$ cat config.mk
export PLATFORM = sky130hd
export DESIGN_NAME = bus_interface_unit
export DESIGN_NICKNAME = d
export VERILOG_FILES = /design/src/rtl/bus_interface_unit.sv
export SDC_FILE = /design/constraint.sdc
export NUM_CORES = 1
export LEC_CHECK = 0
export CAP_MARGIN = 20
export CORE_ASPECT_RATIO = 1.2
export CORE_MARGIN = 2
export CORE_UTILIZATION = 50
export DETAILED_ROUTE_END_ITERATION = 10
export GPL_TIMING_DRIVEN = 1
export HOLD_SLACK_MARGIN = 0.03
export PLACE_DENSITY = 0.78
export SYNTH_ARGS = -nofsm -noshare
export SYNTH_HDL_FRONTEND = slang
export SYNTH_SLANG_ARGS = --single-unit
$ cat constraint.sdc
create_clock -name Clk -period 7 [get_ports Clk]
set_input_delay 1.4 -clock Clk [delete_from_list [all_inputs] [get_ports Clk]]
set_output_delay 1.4 -clock Clk [all_outputs]
set_load 0.005 [all_outputs]
$ cat src/rtl/bus_interface_unit.sv
// Wait-state-aware bus master: 3-phase bus cycle with posted writes.
// Reads are held until every earlier buffered write has completed.
module bus_interface_unit #(
  parameter int DATA_W     = 4,
  parameter int ADDR_W     = 4,
  parameter int WBUF_DEPTH = 4,
  parameter int TIMEOUT    = 15
) (
  input  logic              Clk,
  input  logic              Rst,
  input  logic              Req_Valid,
  output logic              Req_Ready,
  input  logic              Req_Wr,
  input  logic [ADDR_W-1:0] Req_Addr,
  input  logic [DATA_W-1:0] Req_Data,
  output logic              Rsp_Valid,
  output logic [DATA_W-1:0] Rsp_Data,
  output logic              Rsp_Err,
  output logic              Wr_Err,
  input  logic              Bus_Grant,
  output logic              Bus_Ale,
  output logic [ADDR_W-1:0] Bus_Addr,
  output logic [DATA_W-1:0] Bus_D_Out,
  output logic              Bus_D_Oe,
  input  logic [DATA_W-1:0] Bus_D_In,
  output logic              Bus_Rd_n,
  output logic              Bus_Wr_n,
  input  logic              Bus_Ready,
  output logic              Busy
);

  localparam int PTR_W = (WBUF_DEPTH < 2) ? 1 : $clog2(WBUF_DEPTH);
  localparam int CNT_W = (TIMEOUT < 1) ? 1 : $clog2(TIMEOUT + 1);
  localparam logic [CNT_W-1:0] CNT_TO  = CNT_W'(TIMEOUT);
  localparam logic [CNT_W-1:0] CNT_MAX = '1;
  localparam logic [PTR_W:0]   WB_FULL = (PTR_W + 1)'(WBUF_DEPTH);
  localparam logic [PTR_W-1:0] PTR_ONE = PTR_W'(1);
  localparam logic [PTR_W:0]   CNT_ONE = (PTR_W + 1)'(1);

  localparam logic [1:0] S_IDLE = 2'd0;
  localparam logic [1:0] S_T1   = 2'd1;
  localparam logic [1:0] S_T2   = 2'd2;
  localparam logic [1:0] S_T3   = 2'd3;

  logic [1:0]        state_q, state_d;
  logic [CNT_W-1:0]  wcnt_q, wcnt_d;
  logic              cyc_wr_q, cyc_wr_d;
  logic              cyc_err_q, cyc_err_d;
  logic [ADDR_W-1:0] cyc_addr_q, cyc_addr_d;
  logic [DATA_W-1:0] cyc_data_q, cyc_data_d;
  logic [DATA_W-1:0] rsp_data_q, rsp_data_d;
  logic              wr_err_q, wr_err_d;
  logic              rd_pend_q, rd_pend_d;
  logic [ADDR_W-1:0] rd_addr_q, rd_addr_d;

  logic [ADDR_W-1:0] wb_addr_q [WBUF_DEPTH];
  logic [ADDR_W-1:0] wb_addr_d [WBUF_DEPTH];
  logic [DATA_W-1:0] wb_data_q [WBUF_DEPTH];
  logic [DATA_W-1:0] wb_data_d [WBUF_DEPTH];
  logic [PTR_W-1:0]  wr_ptr_q, wr_ptr_d;
  logic [PTR_W-1:0]  rd_ptr_q, rd_ptr_d;
  logic [PTR_W:0]    wb_cnt_q, wb_cnt_d;

  logic wb_full;
  logic wb_empty;
  logic push;
  logic pop;
  logic rd_acc;

  assign wb_full  = (wb_cnt_q == WB_FULL);
  assign wb_empty = (wb_cnt_q == '0);

  // Readiness uses pre-pop state so a full buffer never accepts
  assign Req_Ready = Req_Wr ? !wb_full : !rd_pend_q;
  assign push      = Req_Valid && Req_Ready && Req_Wr;
  assign rd_acc    = Req_Valid && Req_Ready && !Req_Wr;

  // Next-state: bus FSM, wait counter, write buffer, read holding
  always_comb begin
    state_d    = state_q;
    wcnt_d     = wcnt_q;
    cyc_wr_d   = cyc_wr_q;
    cyc_err_d  = cyc_err_q;
    cyc_addr_d = cyc_addr_q;
    cyc_data_d = cyc_data_q;
    rsp_data_d = rsp_data_q;
    wr_err_d   = wr_err_q;
    rd_pend_d  = rd_pend_q;
    rd_addr_d  = rd_addr_q;
    wb_addr_d  = wb_addr_q;
    wb_data_d  = wb_data_q;
    wr_ptr_d   = wr_ptr_q;
    rd_ptr_d   = rd_ptr_q;
    wb_cnt_d   = wb_cnt_q;
    pop        = 1'b0;

    unique case (state_q)
      S_IDLE: begin
        if (Bus_Grant) begin
          if (!wb_empty) begin
            pop        = 1'b1;
            state_d    = S_T1;
            cyc_wr_d   = 1'b1;
            cyc_addr_d = wb_addr_q[rd_ptr_q];
            cyc_data_d = wb_data_q[rd_ptr_q];
          end else if (rd_pend_q) begin
            state_d    = S_T1;
            cyc_wr_d   = 1'b0;
            cyc_addr_d = rd_addr_q;
            cyc_data_d = '0;
          end
        end
      end
      S_T1: begin
        state_d   = S_T2;
        wcnt_d    = '0;
        cyc_err_d = 1'b0;
      end
      S_T2: begin
        if (Bus_Ready) begin
          state_d = S_T3;
          if (!cyc_wr_q) rsp_data_d = Bus_D_In;
        end else if (TIMEOUT != 0 && wcnt_q == CNT_TO) begin
          state_d   = S_T3;
          cyc_err_d = 1'b1;
        end else if (wcnt_q != CNT_MAX) begin
          wcnt_d = wcnt_q + CNT_W'(1);
        end
      end
      S_T3: begin
        state_d = S_IDLE;
        if (!cyc_wr_q)      rd_pend_d = 1'b0;
        else if (cyc_err_q) wr_err_d  = 1'b1;
      end
      default: state_d = S_IDLE;
    endcase

    if (rd_acc) begin
      rd_pend_d = 1'b1;
      rd_addr_d = Req_Addr;
    end

    if (push) begin
      wb_addr_d[wr_ptr_q] = Req_Addr;
      wb_data_d[wr_ptr_q] = Req_Data;
      wr_ptr_d            = wr_ptr_q + PTR_ONE;
    end
    if (pop) rd_ptr_d = rd_ptr_q + PTR_ONE;

    case ({push, pop})
      2'b10:   wb_cnt_d = wb_cnt_q + CNT_ONE;
      2'b01:   wb_cnt_d = wb_cnt_q - CNT_ONE;
      default: wb_cnt_d = wb_cnt_q;
    endcase
  end

  // State registers; reset aborts any cycle in flight
  always_ff @(posedge Clk or posedge Rst) begin
    if (Rst) begin
      state_q    <= S_IDLE;
      wcnt_q     <= '0;
      cyc_wr_q   <= 1'b0;
      cyc_err_q  <= 1'b0;
      cyc_addr_q <= '0;
      cyc_data_q <= '0;
      rsp_data_q <= '0;
      wr_err_q   <= 1'b0;
      rd_pend_q  <= 1'b0;
      rd_addr_q  <= '0;
      wr_ptr_q   <= '0;
      rd_ptr_q   <= '0;
      wb_cnt_q   <= '0;
      for (int i = 0; i < WBUF_DEPTH; i++) begin
        wb_addr_q[i] <= '0;
        wb_data_q[i] <= '0;
      end
    end else begin
      state_q    <= state_d;
      wcnt_q     <= wcnt_d;
      cyc_wr_q   <= cyc_wr_d;
      cyc_err_q  <= cyc_err_d;
      cyc_addr_q <= cyc_addr_d;
      cyc_data_q <= cyc_data_d;
      rsp_data_q <= rsp_data_d;
      wr_err_q   <= wr_err_d;
      rd_pend_q  <= rd_pend_d;
      rd_addr_q  <= rd_addr_d;
      wr_ptr_q   <= wr_ptr_d;
      rd_ptr_q   <= rd_ptr_d;
      wb_cnt_q   <= wb_cnt_d;
      wb_addr_q  <= wb_addr_d;
      wb_data_q  <= wb_data_d;
    end
  end

  // Bus and response outputs decode straight from registered state
  always_comb begin
    Bus_Ale   = (state_q == S_T1);
    Bus_Addr  = cyc_addr_q;
    Bus_Rd_n  = !((state_q == S_T2) && !cyc_wr_q);
    Bus_Wr_n  = !((state_q == S_T2) && cyc_wr_q);
    Bus_D_Oe  = (state_q == S_T2) && cyc_wr_q;
    Bus_D_Out = Bus_D_Oe ? cyc_data_q : '0;
    Rsp_Valid = (state_q == S_T3) && !cyc_wr_q;
    Rsp_Err   = Rsp_Valid && cyc_err_q;
    Rsp_Data  = rsp_data_q;
    Wr_Err    = wr_err_q;
    Busy      = (state_q != S_IDLE) || !wb_empty || rd_pend_q;
  end

endmodule

* Word-level counts from Yosys, hierarchy flattened
Index checks and enable logic that the tools add are counted.
** Cells by class
- Multiplexer cells :: 38
- Eq/ne operators :: 17
- Reduce and logical (&&, ||, !) cells :: 30
- Bitwise operators :: 3
- $lt $le $gt $ge :: 3
- Add/subtract/negate cells :: 5
** Operators by type and width (number)
- 4-bit two-way mux :: 13
- 16-bit bitwise mux :: 2
- 4-bit binary-select mux with 2-bit select :: 2
- 3-bit AND reduction :: 5
- 2-bit inequality test (second input constant) :: 6
- 1-bit two-way mux :: 11
- 2-bit two-way mux :: 5
- 4-bit demux with 2-bit select :: 1
- 1-bit logical AND :: 8
- 2-bit one-hot mux with 4 select lines :: 1
- 4-bit one-hot mux with 2 select lines :: 1
- 2-bit nonzero test :: 4
- 1-bit logical NOT :: 7
- 2-bit == test (second input constant) :: 3
- 3-bit greater-or-equal comparator (second input constant) :: 2
- 3-bit inequality test (second input constant) :: 2
- 2-bit inverter with 3-bit output :: 2
- 3-bit one-hot mux with 2 select lines :: 1
- 2-bit by 1-bit adder with 2-bit output (second input constant) :: 2
- 4-bit by 1-bit adder with 4-bit output (second input constant) :: 1
- 2-bit by 1-bit == test with 1-bit output (second input constant) :: 2
- 4-bit == test (second input constant) :: 1
- 4-bit inequality test (second input constant) :: 1
- 4-bit AND reduction :: 1
- 11 further kinds :: 12
** Storage, ports and cells
- Register bits :: 65
- Input bits :: 18
- Logic and storage cells :: 117
- Output and inout bits :: 21

* Depth between registers and ports, before layout
- Word-level depth :: 7
- Depth in mapped cells :: 10
- Depth with buffers taken out :: 9

* Least setup slack after synthesis
Ideal clock, no wire load.
- Path type :: in2out
- Start :: input port Req_Wr
- End :: output port Req_Ready
- Path slack :: 3.568 ns
- Stages :: 2
- Arrival :: 2.032 ns
- Path through :: clkbuf_1 -> mux2_2
** Between the ends
- Longest elaborated chain between the ends :: 1
** Ends and longest elaborated chain
- start: declaration :: line 13 : input logic Req_Wr,
- 1-bit two-way mux :: line 74 : assign Req_Ready = Req_Wr ? !wb_full : !rd_pend_q;
- end: declaration :: line 12 : output logic Req_Ready,
Every way passes these cells.

* Worst setup path after layout
Ends and elaborated chain as after synthesis.

==> qor.txt <==
Pre-antenna DRT Iters = 4
CP most frequent cell = clkdlybuf4s50_1
EDFF count, synth = 0
Maximum vdd drop = 0.168 mV
CP required = 5.60 ns
Clock Skew = 0.00638 ns
Asr flop ratio synth = 100%
CTS root buffer = clkbuf_8
Core area = 6010 sq um
Register area share after synthesis = 52.6%
CTS Buf Count = 9
Hpwl dp = 3930 um
Slew margin rel. = 45.6%
Via density = 5.39
I/O Buffers = 38
Startpoint Class = input pin
Placement row count = 31
CTS Hold Bufs = 0
Most frequent cells in the layout = 65 x dfrtp_1, 50 x mux2_2, 38 x clkdlybuf4s50_1, 13 x inv_1, 11 x ha_1
DR WL/cell = 16.0 um
Crit path DAT = 2.87 ns
Syn. warnings = 0
Largest family of logic cells by synthesized area = multiplexers
FMAX = 234 MHz
Crit share post-route = 61.0%
Leak Pwr = 1.61 nW
Aggregate global-route resource usage = 18.3%
Most common cell after layout, fill and taps aside = dfrtp_1
Ratio of cells with drive above 1 in the final layout = 31.1%
CTS tree = done
Die X-Extent = 75.8 um
Slowest-stage cell, CP = clkdlybuf4s50_1
Fin. Hold Viols = 0
Remaining Overflow, GRT = 0
First-pass GRT wire length = 9310 um
Adder-Cell Fraction of Synth Area = 5.10%
Worst slew pin tran = 0.815 ns
Ys flop type = dfrtp_1
Die area = 6840 sq um
Crit. End Element = output pin
Post-synth top area share = 52.6%
Initial Util = 51.5%
Unrepaired setup endpoints after global routing = no
Gpl congestion = 0.772
Number of global-route vias before repair = 1958
Compound-Gate Fraction of Synth Area = 5.26%
NumNets Final = 290
Post-CTS Resized = 0
Buffer count from post-CTS setup fixing = 0
Worst min-delay path class = flip-flop to flip-flop
Synth Area in Simple Gates = 6.96%
XOR/XNOR Fraction of Synth Area = 1.70%
Clock transition at path regs = 0.06 ns
Die height = 90.2 um
CTS H-tree lvls = 3
Post-synthesis cell area = 3090 sq um
Num ports = 39
Status = completed
ANT cells = 0
Final setup vio count = 0
WHS Path Cells = 1
FF+latch count, synth = 65
Latest clock arrival within the worst-skew pair = 0.33 ns
Crit Path Category = input pin to output pin
Synth unique cells = 43
Via count = 1865
Syn Nets = 250
Sink Count = 65
Antenna-violating nets left = 0
Synth area leaders = dfrtp_1 53%, mux2_2 18%, mux4_2 5.8%
DR DRC count = 0
DRT Wirelength = 5540 um
Pins Over Slew Limit = 0
FF-to-FF path depth = 9
Largest net degree at the start of global routing = 66
Hold slack = 0.472 ns
Dominant cell type by area after synthesis = dfrtp_1
Cell Pwr Density = 425 nW/um^2
Multiplexer share of the synthesized area = 25.2%
Avg Inst Size Synth = 14.1 sq um
Crit path max fanout = 7
Crit path time final = 4.27 ns
Final TNS setup = 0 ns
Initial antenna violation count = 0
Iter 0 DRT Violations = 110
Synth Instances = 220
Area Overhead vs Synth = 19.5%
CTS max path bufs = 2
MaxCap Viol Count = 0
Slowest Stage Delay on Critical Path = 0.65 ns
CP cell instances = clkdlybuf4s50_1 -> mux2_2 -> clkdlybuf4s50_1
[synthesized netlist by cell type (all sizes together) (2+ instances only)]
cell and count:
dfrtp 65, nand2b 2, nor2 2, a31o 2, and3 5, a21o 2, nor2b 2, mux2i 2
mux4 8, ha 11, xnor2 3, inv 14, nand3 3, buf 4, xor2 3, nand4 5
mux2 51, clkbuf 6, a22o 4, nand2 7
[final timing paths]
path                                    startpoint                   endpoint  slack [ns]
max                                         Req_Wr                  Req_Ready        2.73
min                             Wr_Err$_DFFE_PP0P_         Wr_Err$_DFFE_PP0P_        0.47
max reg2reg                wb_cnt_q[0]$_DFFE_PP0P_    wb_cnt_q[2]$_DFFE_PP0P_        4.60
min reg2reg                     Wr_Err$_DFFE_PP0P_         Wr_Err$_DFFE_PP0P_        0.47
max in group asynchronous                      Rst  wb_addr_q[14]$_DFFE_PP0P_        4.86
min in group asynchronous                      Rst    Rsp_Data[3]$_DFFE_PP0P_        1.61
[report_power, final]
| group | internal, mW | switching [mW] | total (mW) | leakage, nW |
|---|---|---|---|---|
| Combinational | 0.389 | 0.231 | 0.620 | 0.739 |
| Sequential | 0.552 | 0.132 | 0.684 | 0.792 |
| Clock | 0.135 | 0.132 | 0.268 | 0.0822 |
| Total | 1.08 | 0.496 | 1.57 | 1.61 |
[critical path, delay by kind of cell]
family	cells	cell delay, ns
mux	1	0.37
buf+inv	2	1.10
[metrics by stage]
stage / utilization [%] / power [mW] / worst slack (ns) / cells / area [sq um]
2_1_floorplan: - / 1.12 / 3.57 / 220 / 3090
3_3_place_gp: 58.8 / 1.28 / 2.76 / 331 / 3540
3_5_place_dp: 58.8 / 1.32 / 2.72 / 331 / 3540
4_1_cts: 61.5 / 1.59 / 2.72 / 346 / 3700
5_1_grt: 61.5 / 1.69 / 2.69 / 346 / 3700
6_report: 61.5 / 1.57 / 2.73 / 346 / 3700
[flip-flops by register name, indices dropped and copies added (netlist names), 3 cells and up]
register and cells:
cyc_data_q 4, rd_addr_q 4, Bus_Addr 4, wb_addr_q 16, wb_data_q 16, wcnt_q 4, wb_cnt_q 3, Rsp_Data 4
[layout make-up]
cell class	count	area, sq um
Tap cell	82	103
Inverter	14	52.6
Fill cell	488	2310
Sequential cell	65	1630
Clock buffer	12	145
Clock inverter	3	17.5
Multi-Input combinational cell	131	1370
Timing Repair Buffer	39	388
[cells by family (layout without fill, tap and decap cells)]
family,after synthesis,count (layout)
compound gates,20,20
xor+xnor,6,6
fa+ha+maj,12,12
buf+inv,24,68
flops,65,65
mux,61,61
simple gates,32,32
[routing by layer]
layer	share of wire (%)	GRT usage (%)	vias up
met1	41	22.9	954
li1	-	-	875
met3	3.3	4.71	8
met4	1.3	6.14	0
met2	54	30.2	28
met5	0	0	-
(Power assumes the default switching activity.)
